<file path="src/rtl/serial_in.sv">
// Slave-side serial receiver: host streams a length header then DW-bit words on sSCLK/sMOSI
// framed by sSS_n, and each word becomes a single-cycle SRAM write at sequential addresses.
module serial_in #(
    parameter int AW = 16,
    parameter int DW = 16
) (
    input  logic          clk,
    input  logic          rst,
    input  logic          sSCLK,
    input  logic          sMOSI,
    input  logic          sSS_n,
    input  logic          enable,
    output logic          busy,
    output logic          wen,
    output logic [AW-1:0] addr,
    output logic [DW-1:0] wdata,
    output logic          done,
    output logic          err,
    output logic [AW-1:0] count
);

    localparam int BW = (DW > 1) ? $clog2(DW) : 1;

    typedef enum logic [1:0] {
        S_IDLE   = 2'd0,
        S_HEADER = 2'd1,
        S_DATA   = 2'd2,
        S_DONE   = 2'd3
    } state_t;

    state_t          r_state;
    logic            r_sclk_s1, r_sclk_s2, r_sclk_d;
    logic            r_mosi_s1, r_mosi_s2;
    logic            r_ss_s1, r_ss_s2, r_ss_d;
    logic [DW-1:0]   r_shift;
    logic [BW-1:0]   r_bitcnt;
    logic [AW-1:0]   r_len;
    logic [AW-1:0]   r_ptr;

    logic            w_sclk_rise;
    logic            w_ss_fall;
    logic            w_ss_rise;
    logic            w_last_bit;
    logic            w_word_done;
    logic [DW-1:0]   w_word;
    logic [AW-1:0]   w_count_next;
    logic            w_final;
    logic            w_abort;

    assign w_sclk_rise  = r_sclk_s2 & ~r_sclk_d;
    assign w_ss_fall    = ~r_ss_s2 & r_ss_d;
    assign w_ss_rise    = r_ss_s2 & ~r_ss_d;
    assign w_last_bit   = (r_bitcnt == BW'(DW - 1));
    assign w_word_done  = w_sclk_rise & w_last_bit;
    assign w_word       = {r_shift[DW-2:0], r_mosi_s2};
    assign w_count_next = count + AW'(1);
    // A length of 0 compares equal after 2^AW writes because the counter wraps.
    assign w_final      = (w_count_next == r_len);
    assign w_abort      = w_ss_rise | ~enable;

    // Two-flop synchronisers plus edge-detect delay stages for the external pins.
    always_ff @(posedge clk or negedge rst) begin
        if (!rst) begin
            r_sclk_s1 <= 1'b0;
            r_sclk_s2 <= 1'b0;
            r_sclk_d  <= 1'b0;
            r_mosi_s1 <= 1'b0;
            r_mosi_s2 <= 1'b0;
            r_ss_s1   <= 1'b1;
            r_ss_s2   <= 1'b1;
            r_ss_d    <= 1'b1;
        end else begin
            r_sclk_s1 <= sSCLK;
            r_sclk_s2 <= r_sclk_s1;
            r_sclk_d  <= r_sclk_s2;
            r_mosi_s1 <= sMOSI;
            r_mosi_s2 <= r_mosi_s1;
            r_ss_s1   <= sSS_n;
            r_ss_s2   <= r_ss_s1;
            r_ss_d    <= r_ss_s2;
        end
    end

    // Frame FSM: word assembly, SRAM write strobes, completion and abort handling.
    always_ff @(posedge clk or negedge rst) begin
        if (!rst) begin
            r_state  <= S_IDLE;
            r_shift  <= '0;
            r_bitcnt <= '0;
            r_len    <= '0;
            r_ptr    <= '0;
            busy     <= 1'b0;
            wen      <= 1'b0;
            addr     <= '0;
            wdata    <= '0;
            done     <= 1'b0;
            err      <= 1'b0;
            count    <= '0;
        end else begin
            wen  <= 1'b0;
            done <= 1'b0;
            case (r_state)
                S_IDLE: begin
                    busy <= 1'b0;
                    if (w_ss_fall && enable) begin
                        r_state  <= S_HEADER;
                        busy     <= 1'b1;
                        err      <= 1'b0;
                        count    <= '0;
                        r_bitcnt <= '0;
                        r_shift  <= '0;
                    end
                end
                S_HEADER, S_DATA: begin
                    if (w_sclk_rise) begin
                        r_shift  <= w_word;
                        r_bitcnt <= w_last_bit ? '0 : r_bitcnt + BW'(1);
                    end
                    if (w_word_done) begin
                        if (r_state == S_HEADER) begin
                            r_len   <= AW'(w_word);
                            r_ptr   <= '0;
                            addr    <= '0;
                            r_state <= S_DATA;
                        end else begin
                            wen   <= 1'b1;
                            wdata <= w_word;
                            addr  <= r_ptr;
                            r_ptr <= r_ptr + AW'(1);
                            count <= w_count_next;
                            if (w_final) begin
                                done    <= 1'b1;
                                busy    <= 1'b0;
                                r_state <= S_DONE;
                            end
                        end
                    end
                    // A word completed alongside the abort is already written above.
                    if (w_abort && !(w_word_done && (r_state == S_DATA) && w_final)) begin
                        err      <= 1'b1;
                        busy     <= 1'b0;
                        r_state  <= S_IDLE;
                        r_bitcnt <= '0;
                        r_shift  <= '0;
                    end
                end
                S_DONE: begin
                    busy <= 1'b0;
                    if (r_ss_s2) begin
                        r_state <= S_IDLE;
                    end else begin
                        r_state <= S_DONE;
                    end
                end
                default: begin
                    r_state <= S_IDLE;
                    busy    <= 1'b0;
                end
            endcase
        end
    end

endmodule
</file>
<file path="config.mk">
export PLATFORM = sky130hd
export DESIGN_NAME = serial_in
export DESIGN_NICKNAME = d
export VERILOG_FILES = /design/src/rtl/serial_in.sv
export SDC_FILE = /design/constraint.sdc
export NUM_CORES = 1
export LEC_CHECK = 0
export ABC_AREA = 1
export CORE_ASPECT_RATIO = 1.25
export CORE_MARGIN = 3
export CORE_UTILIZATION = 51
export DETAILED_ROUTE_END_ITERATION = 8
export GPL_ROUTABILITY_DRIVEN = 1
export GPL_TIMING_DRIVEN = 0
export PLACE_DENSITY_LB_ADDON = 0.05
export SETUP_SLACK_MARGIN = 0.1
export SLEW_MARGIN = 20
export SYNTH_ARGS = -nofsm -noshare
export SYNTH_HDL_FRONTEND = slang
export SYNTH_SLANG_ARGS = --single-unit
</file>
<file path="constraint.sdc">
create_clock -name clk -period 2.1 [get_ports clk]
set_clock_uncertainty 0.1 [all_clocks]
set_input_delay 0.21 -clock clk [delete_from_list [all_inputs] [get_ports clk]]
set_output_delay 0.21 -clock clk [all_outputs]
set_load 0.05 [all_outputs]
</file>
==> PnR_summary.wiki <==
{| class="wikitable"
! Metric !! Value
|-
| # DRC || 0
|-
| Post-route non-filler standard cell count || 980
|-
| Highest Clock Rate || 0.407 GHz
|-
| Switch share || 0.310
|-
| Tightest hold margin || ~110 ps
|-
| Result of the run || complete, but fails checks
|-
| Net Sw Power || 2.25 mW
|-
| Routed wire length per instance || 18.7 um
|-
| First DRT Iteration DRCs || between 400 and 500
|-
| Transition at the pin with the smallest max-transition slack || 766 ps
|-
| Detailed Routing Iterations Pass 1 || 5
|-
| Crit path kind || flop to flop
|-
| Count of vias placed by the detailed router || ~5600
|-
| Post-route worst setup slack || -354 ps
|-
| Largest net degree at the start of global routing || 65
|-
| Min-Delay Endpoint || r_ss_s1
|-
| Final WL || roughly 18000 um
|-
| Net total in the final layout || 850
|-
| Final setup violation count || 101
|-
| Number of placement rows || 42
|-
| CP Max Fanout || 8
|-
| Worst slack, placed || -689 ps
|-
| Global-route wire length before repair || 25400 um
|-
| Kind of capture point of the worst setup path || flop
|-
| Failing checks || negative setup slack
|-
| Clock root buffer || clkbuf_16
|-
| Clock tree from TritonCTS || done
|-
| Post-synthesis register bit count || 113
|-
| DP HPWL || approximately 10000 um
|-
| Power density of the placed cells || 853 nW/um2
|-
| Data arrival, critical path || 2710 ps
|-
| Clock buffers created by TritonCTS || 17
|-
| Part of the total power dissipated in sequential elements || 0.314
|-
| Combinational fraction of design power || 0.241
|-
| Cell area after technology mapping || 5570 um2
|-
| Max-cap violation count || 0
|-
| Critical path, cell by cell || ha_4 > nand2_4 > nor2_4 > nand3_2 > nand2_2 > nand3_1 > nand2_1 > nand2_2 > nor2_4 > nand4_4 > a21oi_4 > buf_6 > nand4_1 > nand2_1
|-
| WHS Path Cells || 1
|-
| Destination of the worst register-to-register timing path || r_shift[3]
|-
| H-tree Lvls || 4
|-
| Via density per instance || around 5.7
|-
| Count of buffering cells on the critical path with inverters included || 1
|-
| Core region area || 10600 um2
|-
| Setup repair after global routing missed its margin || yes
|-
| Delay contributed by the slowest stage of the critical path || 420 ps
|-
| Chip Height || 123 um
|-
| Fraction of final layout cells with drive strength greater than 1 || 0.355
|-
| Final period utilization || 1.17
|-
| Antenna Diode Count || 0
|-
| Tot GR Track Use || 0.267
|-
| Slew Viols, Final || 0
|-
| Count of boundary I/O pins || slightly below 60
|-
| YS warnings || 0
|-
| Antenna violation net count after detailed routing || 0
|-
| Static Leakage || 4.11 nW
|-
| Floorplan die width || 99.5 um
|-
| Number of global-route vias before repair || between 5000 and 6000
|-
| Worst Reg-to-Reg Cells || 14
|-
| Setup slack on the worst flop-to-flop path || -350 ps
|-
| Skew-Pair Late Insertion Delay || 420 ps
|-
| Number of antenna violations at the first check in global routing || 0
|-
| Area of the die || 12200 um2
|-
| Distinct cells, synth || 34
|-
| Worst-path cell with the longest stage delay || dfrtp_2
|-
| Avg Synthesized Cell Area || 8.00 um2
|-
| Proportion of power drawn by the clock network || 0.445
|-
| Initial Util || 0.525
|-
| Internal portion of total power || around 5 mW
|-
| Max transition margin || 0.484
|-
| Portion of the post-synthesis area used by sequential elements || 0.508
|-
| Launching element type of the critical path || flop
|-
| Port buffer count || 57
|-
| Source of the worst hold timing path || sSS_n
|-
| CTS clk-pin slew, worst paths || 60 ps
|-
| Cell total after placement || between 800 and 900
|-
| Clock sink count || 113
|-
| Count of endpoints failing hold in the final timing report || 0
|-
| IR drop worst, VDD || 631 uV
|-
| Worst min path class || input pin to flop
|-
| Post-synth net total || 711
|-
| Critical R2R Launch || count[0]
|-
| Residual overflow from global routing || 0
|-
| Clock Tree Buf Depth || 2
|-
| Top delay family on crit path || simple AND/OR/NAND/NOR gates
|-
| Final weighted congestion of routability-driven global placement || 0.892
|-
| Synthesis-to-finish area growth || 53.0%
|-
| Endpoint required time on the critical path || 2360 ps
|-
| Minimum period implied by the final worst setup slack || 2450 ps
|-
| Number of standard cells after synthesis || 696
|}
[stage by stage]
stage	utilization	total power [mW]	setup TNS [ps]	instance area, um2
6_report	0.803	7.27	-17380	8520
5_1_grt	0.803	7.47	-26630	8520
4_1_cts	0.718	7.06	-5670	7620
3_3_place_gp	0.600	3.45	-423410	6370
2_1_floorplan	-	3.12	-3160	5630
3_5_place_dp	0.602	3.48	-33710	6390
[power groups by stage]
stage,combinational (mW),clock [mW],sequential [mW]
3_5_place_dp,1.15,0,2.33
3_3_place_gp,1.12,0,2.33
5_1_grt,1.86,3.32,2.29
2_1_floorplan,0.731,0,2.39
4_1_cts,1.58,3.19,2.28
6_report,1.75,3.23,2.29
[per-layer routing]
layer / part of all wire / GRT usage / vias up
li1: - / - / 2530
met5: 0 / 0 / -
met2: 0.53 / 0.470 / 260
met3: 0.050 / 0.0569 / 77
met4: 0.053 / 0.132 / 0
met1: 0.37 / 0.308 / 2731
[logic make-up after synthesis]
logic type	share of synthesized area
buf+inv	0.0752
compound gates	0.0824
xor+xnor	0.0103
fa+ha+maj	0.0202
simple gates	0.303
flops	0.508
[cell usage in the layout (no fill, tap or decap), drive strengths merged]
cell type / n
xor2: 3
clkbuf: 32
nor2: 48
clkinvlp: 6
or2: 1
nor4: 1
nand2: 240
o22ai: 15
dfstp: 3
nor3: 4
ha: 9
o21ai: 58
clkinv: 4
xnor2: 1
clkdlybuf4s50: 48
buf: 74
nand3b: 4
dlygate4sd3: 1
inv: 81
and3: 1
nand3: 51
xnor3: 1
a21oi: 9
bufinv: 5
nand4: 30
o21a: 1
dlymetal6s2s: 6
dfrtp: 110
a211oi: 1
[registers in the layout, summed over array words and instances, names as in the netlist]
name	count
addr	16
busy	1
count	16
done	1
err	1
r_bitcnt	4
r_len	16
r_mosi_s1	1
r_mosi_s2	1
r_ptr	16
r_sclk_d	1
r_sclk_s1	1
r_sclk_s2	1
r_shift	15
r_ss_d	1
r_ss_s1	1
r_ss_s2	1
r_state	2
wdata	16
wen	1
[layout make-up]
cell class	instances	area (um2)
Tap cell	132	165
Inverter	85	337
Buffer	20	255
Multi-Input combinational cell	478	2990
Fill cell	606	2090
Clock buffer	22	464
Clock inverter	10	183
Sequential cell	113	2840
Timing Repair Buffer	119	1280
Timing Repair inverter	1	7.51
[how the worst max path moves through the flow]
stage	start	end	slack (ps)	depth (start not counted)
final	count[0]	r_shift[3]	-350	14
after global routing	count[0]	r_shift[9]	-510	16
after CTS	count[1]	r_shift[14]	-280	16
after detailed placement	r_bitcnt[0]	count[1]	-690	11
after global placement	rst	count[7]	-3940	1
after floorplan	count[0]	r_shift[10]	-210	18
[cells in the mapped netlist, drive strengths merged]
cell | number | area [um2]
a21oi | 9 | 56.3
nand4 | 30 | 203
o21a | 1 | 7.51
nand3b | 4 | 30.0
nor4 | 1 | 6.26
nor2 | 48 | 228
o21ai | 58 | 294
dfstp | 3 | 78.8
clkbuf | 10 | 37.5
nor3 | 4 | 20.0
ha | 9 | 113
xor2 | 3 | 26.3
or2 | 1 | 6.26
nand3 | 51 | 265
and3 | 1 | 6.26
o22ai | 15 | 93.8
inv | 85 | 319
xnor2 | 1 | 8.76
xnor3 | 1 | 22.5
dfrtp | 110 | 2750
buf | 10 | 62.6
nand2 | 240 | 926
a211oi | 1 | 7.51
[worst register-to-register path, delay by kind of cell (launching register included)]
kind	cells	cell delay (ps)
flops	1	420
simple gates	11	1250
buf+inv	1	170
compound gates	1	270
fa+ha+maj	1	170
[repair_timing]
item | 4_1_cts | 5_1_grt
hold endpoints to repair | 49 | 0
cloned | 4 | 5
setup endpoints to repair | 105 | 111
pin swaps | 34 | 57
buffers inserted | 35 | 18
gates resized for setup | 96 | 213
hold buffers | 1 | 0
Note: power is estimated with default switching activity, not from simulation.
